===== src/rtl/vga_timing_pkg.sv =====
// Shared 640x480@60 raster constants and window helpers used by the timing
// generator and the downstream colour stage.
package vga_timing_pkg;

    localparam int COUNT_W = 10;
    localparam int DIV_W   = 4;

    localparam int VGA_CLK_DIV     = 4;
    localparam int VGA_H_TOTAL     = 800;
    localparam int VGA_H_SYNC      = 96;
    localparam int VGA_H_ACT_START = 144;
    localparam int VGA_H_ACT_END   = 783;
    localparam int VGA_V_TOTAL     = 525;
    localparam int VGA_V_SYNC      = 2;
    localparam int VGA_V_ACT_START = 35;
    localparam int VGA_V_ACT_END   = 514;

    // Inclusive range test on a raster coordinate.
    function automatic logic in_window(input logic [COUNT_W-1:0] val,
                                       input logic [COUNT_W-1:0] lo,
                                       input logic [COUNT_W-1:0] hi);
        return (val >= lo) && (val <= hi);
    endfunction

endpackage


===== src/rtl/vga_timing_gen_pix_en_div.sv =====
// Pixel-rate enable: pulses tick once every CLK_DIV enabled Clk cycles and
// holds its phase while En is low so no pixel is skipped or doubled.
module pix_en_div
    import vga_timing_pkg::*;
#(
    parameter int CLK_DIV = VGA_CLK_DIV
) (
    input  logic Clk,
    input  logic Rst_n,
    input  logic En,
    output logic tick
);

    localparam logic [DIV_W-1:0] DIV_MAX = DIV_W'(CLK_DIV - 1);

    logic [DIV_W-1:0] div_cnt_q;
    logic [DIV_W-1:0] div_cnt_d;

    // tick stays combinational so the counters and pixTick register on this edge
    always_comb begin
        tick = En && (div_cnt_q == DIV_MAX);
        if (tick) begin
            div_cnt_d = {DIV_W{1'b0}};
        end else if (En) begin
            div_cnt_d = div_cnt_q + DIV_W'(1);
        end else begin
            div_cnt_d = div_cnt_q;
        end
    end

    // Divider phase register.
    always_ff @(posedge Clk or negedge Rst_n) begin
        if (!Rst_n) begin
            div_cnt_q <= {DIV_W{1'b0}};
        end else begin
            div_cnt_q <= div_cnt_d;
        end
    end

endmodule


===== src/rtl/vga_timing_gen.sv =====
// VGA raster timing: horizontal/vertical counters with sync, visible-window
// and frame markers, all registered together with zero skew to the counts.
module vga_timing_gen
    import vga_timing_pkg::*;
#(
    parameter int CLK_DIV     = VGA_CLK_DIV,
    parameter int H_TOTAL     = VGA_H_TOTAL,
    parameter int H_SYNC      = VGA_H_SYNC,
    parameter int H_ACT_START = VGA_H_ACT_START,
    parameter int H_ACT_END   = VGA_H_ACT_END,
    parameter int V_TOTAL     = VGA_V_TOTAL,
    parameter int V_SYNC      = VGA_V_SYNC,
    parameter int V_ACT_START = VGA_V_ACT_START,
    parameter int V_ACT_END   = VGA_V_ACT_END
) (
    input  logic               Clk,
    input  logic               Rst_n,
    input  logic               En,
    output logic               hSync,
    output logic               vSync,
    output logic               Bright,
    output logic [COUNT_W-1:0] hCount,
    output logic [COUNT_W-1:0] vCount,
    output logic               pixTick,
    output logic               frameStart
);

    localparam logic [COUNT_W-1:0] H_MAX = COUNT_W'(H_TOTAL - 1);
    localparam logic [COUNT_W-1:0] V_MAX = COUNT_W'(V_TOTAL - 1);
    localparam logic [COUNT_W-1:0] H_SW  = COUNT_W'(H_SYNC);
    localparam logic [COUNT_W-1:0] V_SW  = COUNT_W'(V_SYNC);
    localparam logic [COUNT_W-1:0] H_AS  = COUNT_W'(H_ACT_START);
    localparam logic [COUNT_W-1:0] H_AE  = COUNT_W'(H_ACT_END);
    localparam logic [COUNT_W-1:0] V_AS  = COUNT_W'(V_ACT_START);
    localparam logic [COUNT_W-1:0] V_AE  = COUNT_W'(V_ACT_END);

    logic               tick_s;
    logic               h_wrap_s;
    logic               v_wrap_s;
    logic [COUNT_W-1:0] h_count_q, h_count_d;
    logic [COUNT_W-1:0] v_count_q, v_count_d;
    logic               h_sync_q, h_sync_d;
    logic               v_sync_q, v_sync_d;
    logic               bright_q, bright_d;
    logic               pix_tick_q, pix_tick_d;
    logic               frame_start_q, frame_start_d;

    pix_en_div #(
        .CLK_DIV (CLK_DIV)
    ) u_pix_en_div (
        .Clk   (Clk),
        .Rst_n (Rst_n),
        .En    (En),
        .tick  (tick_s)
    );

    // Next raster position; >= keeps any out-of-range count folding back to 0.
    always_comb begin
        h_wrap_s = (h_count_q >= H_MAX);
        v_wrap_s = (v_count_q >= V_MAX);
        h_count_d = h_count_q;
        v_count_d = v_count_q;
        if (tick_s) begin
            if (h_wrap_s) begin
                h_count_d = {COUNT_W{1'b0}};
                if (v_wrap_s) begin
                    v_count_d = {COUNT_W{1'b0}};
                end else begin
                    v_count_d = v_count_q + COUNT_W'(1);
                end
            end else begin
                h_count_d = h_count_q + COUNT_W'(1);
                v_count_d = v_count_q;
            end
        end else begin
            h_count_d = h_count_q;
            v_count_d = v_count_q;
        end
    end

    // Decode from the next position so flags line up with the registered counts.
    always_comb begin
        h_sync_d      = (h_count_d >= H_SW);
        v_sync_d      = (v_count_d >= V_SW);
        bright_d      = in_window(h_count_d, H_AS, H_AE) && in_window(v_count_d, V_AS, V_AE);
        pix_tick_d    = tick_s;
        frame_start_d = tick_s && h_wrap_s && v_wrap_s;
    end

    // Output and counter registers.
    always_ff @(posedge Clk or negedge Rst_n) begin
        if (!Rst_n) begin
            h_count_q     <= {COUNT_W{1'b0}};
            v_count_q     <= {COUNT_W{1'b0}};
            h_sync_q      <= 1'b0;
            v_sync_q      <= 1'b0;
            bright_q      <= 1'b0;
            pix_tick_q    <= 1'b0;
            frame_start_q <= 1'b0;
        end else begin
            h_count_q     <= h_count_d;
            v_count_q     <= v_count_d;
            h_sync_q      <= h_sync_d;
            v_sync_q      <= v_sync_d;
            bright_q      <= bright_d;
            pix_tick_q    <= pix_tick_d;
            frame_start_q <= frame_start_d;
        end
    end

    assign hCount     = h_count_q;
    assign vCount     = v_count_q;
    assign hSync      = h_sync_q;
    assign vSync      = v_sync_q;
    assign Bright     = bright_q;
    assign pixTick    = pix_tick_q;
    assign frameStart = frame_start_q;

endmodule

===== config.mk =====
export PLATFORM = sky130hd
export DESIGN_NAME = vga_timing_gen
export DESIGN_NICKNAME = d
export VERILOG_FILES = /design/src/rtl/vga_timing_pkg.sv /design/src/rtl/vga_timing_gen_pix_en_div.sv /design/src/rtl/vga_timing_gen.sv
export SDC_FILE = /design/constraint.sdc
export NUM_CORES = 1
export LEC_CHECK = 0
export ABC_AREA = 1
export CAP_MARGIN = 20
export CORE_MARGIN = 8
export CORE_UTILIZATION = 50
export CTS_CLUSTER_SIZE = 24
export DETAILED_ROUTE_END_ITERATION = 12
export HOLD_SLACK_MARGIN = 0.03
export PLACE_DENSITY = 0.75
export SYNTH_ARGS = -nofsm -noshare
export SYNTH_HDL_FRONTEND = slang
export SYNTH_SLANG_ARGS = --single-unit

===== constraint.sdc =====
create_clock -name Clk -period 2.4 [get_ports Clk]
set_input_delay 0.36 -clock Clk [delete_from_list [all_inputs] [get_ports Clk]]
set_output_delay 0.36 -clock Clk [all_outputs]
set_load 0.05 [all_outputs]

==> flow_summary_export.csv <==
group,metric,value,unit
setup_path,arrival,1.73,ns
setup_path,reg2reg_from,"hCount[0]",
synthesis,synth_common_cells,"81 x nand2_1, 36 x inv_1, 30 x nor2_1, 29 x dfrtp_1, 17 x nand3_1",
global_routing,grt_max_degree,30,
clock_tree,cts_root_buffer,"clkbuf_4",
routing,post-route-drc-count,0,
timing,fin_skew,0.00587,ns
setup_path,r2r_slack,0.32,ns
synthesis,netlist_instances,257,
timing,hold_viol_final,0,
setup_path,path_depth,1,
floorplan,fp-row-count,22,
timing,setup_violations,0,
timing,tightest_slew,0.508,ns
setup_path,cp_cell_sequence,"clkdlybuf4s50_1",
setup_path,rr_worst_depth,16,
layout,final_area,2200,um2
setup_path,crit_slowest_cell,"clkdlybuf4s50_1",
synthesis,async_reset_ff_frac,1.00,
clock_tree,clk_path_buf_depth,2,
routing,routed_via_density,5.01,
floorplan,dieArea,5850,um2
routing,detail-route-antenna-nets,0,
routing,drt-total-wl,4.08,mm
clock_tree,clock-sinks,29,
timing,fmax,0.479,GHz
setup_path,cp_top_family,"buffers and inverters",
synthesis,synth_top_area_frac,0.397,
setup_path,endpoint_kind,"output pin",
placement,place_congestion,0.898,
layout,final_util,0.615,
layout,n_antenna_cell,0,
layout,num-nets-final,297,
status,outcome,"completed",
clock_tree,cts_resized,0,
clock_tree,cts_max_level,2,
job,cap_violations,0,
placement,dp_hpwl,3.09,mm
global_routing,overflow,0,
routing,drtIter0Drc,101,
synthesis,synth_nets,264,
setup_path,critPathRequiredTime,2.04,ns
min_path,hold_class,"input port to asynchronous set/reset pin",
floorplan,die_w,76.5,um
timing,tns,0,ns
synthesis,ys_seq_area_frac,0.397,
global_routing,grtUsageTotal,0.146,
floorplan,die_h,76.5,um
synthesis,synth.cell_area,1830,um2
synthesis,yosysMostFrequentCell,"nand2_1",
power_and_ir_drop,peakVddDrop,0.392,mV
synthesis,ys_dominant_reg_cell,"dfrtp_1",
global_routing,grt_first_pass_wirelength,7.11,mm
timing,min_period_over_period,0.870,
setup_path,reg2reg_to,"Bright",
power_and_ir_drop,total_power,1.20,mW
timing,relSlewSlack,0.660,
floorplan,initial_core_util,0.511,
floorplan,num_io_pins,28,
clock_tree,clk_latency,0.32,ns
routing,first_pass_iters,5,
setup_path,cp_num_buf_inv,1,
clock_tree,clkTransAtPathRegs,0.09,ns
routing,wl_per_cell,12.1,um
synthesis,yosys-top-cells-area,"dfrtp_1 40%, nand2_1 17%, inv_1 7.4%",
setup_path,crit_path_max_fanout,9,
synthesis,synth_area_per_cell,7.11,um2
synthesis,synthDistinctLibCells,29,
clock_tree,cts_tree,"yes",
routing,vias,1693,
timing,layout_min_cycle_time,2.09,ns
synthesis,synth_enable_flop_cells,0,
clock_tree,post-cts-setup-buffers,0,
clock_tree,cts_buffers,5,
setup_path,cp-start-kind,"flop",
power_and_ir_drop,p_per_area,545,nW/um2
placement,placedInstanceArea,2150,um2
global_routing,grt_pass1_vias,1648,
timing,slew_viol_final,0,
setup_path,worst_path_largest_cell_delay,0.87,ns
layout,drive_above_1_share,0.114,
setup_path,worstSetupPathType,"flop to output pin",
synthesis,synth_seq_cells,29,
timing,rsz0062_at_grt,"false",
power_and_ir_drop,p_leak,1.07,nW
clock_tree,cts_hold_buf,0,
layout,area_growth,20.4,%
synthesis,yosys.area.top_type,"dfrtp_1",
synthesis,yosys_warnings,0,
placement,portBuffers,27,
floorplan,coreArea,3580,um2
timing,worst_hold_slack,0.410,ns
global_routing,antenna_found_initial,0,
==> sequential cells by signal, summed over array words and instances (netlist names) <==
register	count
vSync	1
frameStart	1
Bright	1
u_pix_en_div.div_cnt_q	4
vCount	10
hCount	10
pixTick	1
hSync	1
==> where the power goes <==
part           total [mW]  internal, mW  switching [mW]
registers           0.600         0.543          0.0570
logic               0.301         0.101           0.200
clock network       0.299         0.138           0.160
total                1.20         0.782           0.417
==> placed cells by master, fill, tap and decap left out, types with 2 or more instances in the layout <==
master,instances
a21oi_1,5
ha_1,4
o21ai_2,3
clkbuf_4,5
inv_2,6
nand3_1,17
nand3b_1,2
o21ai_0,7
nand2_4,2
nand2_2,5
nand4_1,13
nand2_1,81
inv_1,36
nor2_1,30
clkdlybuf4s50_1,27
dfrtp_1,29
buf_4,3
nor2_4,2
==> final cells by class <==
| class | instances | area (um2) |
|---|---|---|
| fill | 341 | 1380 |
| multi-input combinational | 181 | 905 |
| sequential | 29 | 726 |
| timing repair buffer | 30 | 293 |
| inverter | 43 | 163 |
| tap | 48 | 60.1 |
| clock buffer | 7 | 55.1 |
==> worst max path at each step <==
stage,from,end,slack [ns]
finish,hCount[5],hCount[5],0.31
floorplan,hCount[0],Bright,0.26
global route,hCount[0],Bright,0.02
detailed placement,En,Bright,0.06
CTS,hCount[5],hCount[5],0.31
global placement,En,Bright,0.09
==> per-layer routing <==
| layer | part of all wire | vias up | global-route usage |
|---|---|---|---|
| met1 | 0.45 | 761 | 0.164 |
| met5 | 0 | - | 0 |
| met3 | 0.081 | 6 | 0.0672 |
| met2 | 0.47 | 55 | 0.229 |
| li1 | - | 871 | - |
| met4 | 0.0071 | 0 | 0.0731 |
==> cells by family after synthesis <==
logic type                 after synthesis  share of synthesized area
buffers and inverters                   47                      0.108
adders and majority gates                4                     0.0274
and+or+nand+nor                        156                      0.393
AOI/OAI and AO/OA                       18                     0.0589
DFF                                     29                      0.397
xor gates and xnor gates                 2                    0.00958
muxes                                    1                    0.00616
==> metrics by stage <==
stage / setup slack, ns / cells
finish: 0.312 / 338
floorplan: 0.261 / 257
global route: 0.0156 / 338
global placement: 0.0851 / 331
detailed placement: 0.0561 / 331
CTS: 0.313 / 338
No activity file was read; power rests on OpenSTA's default activity.
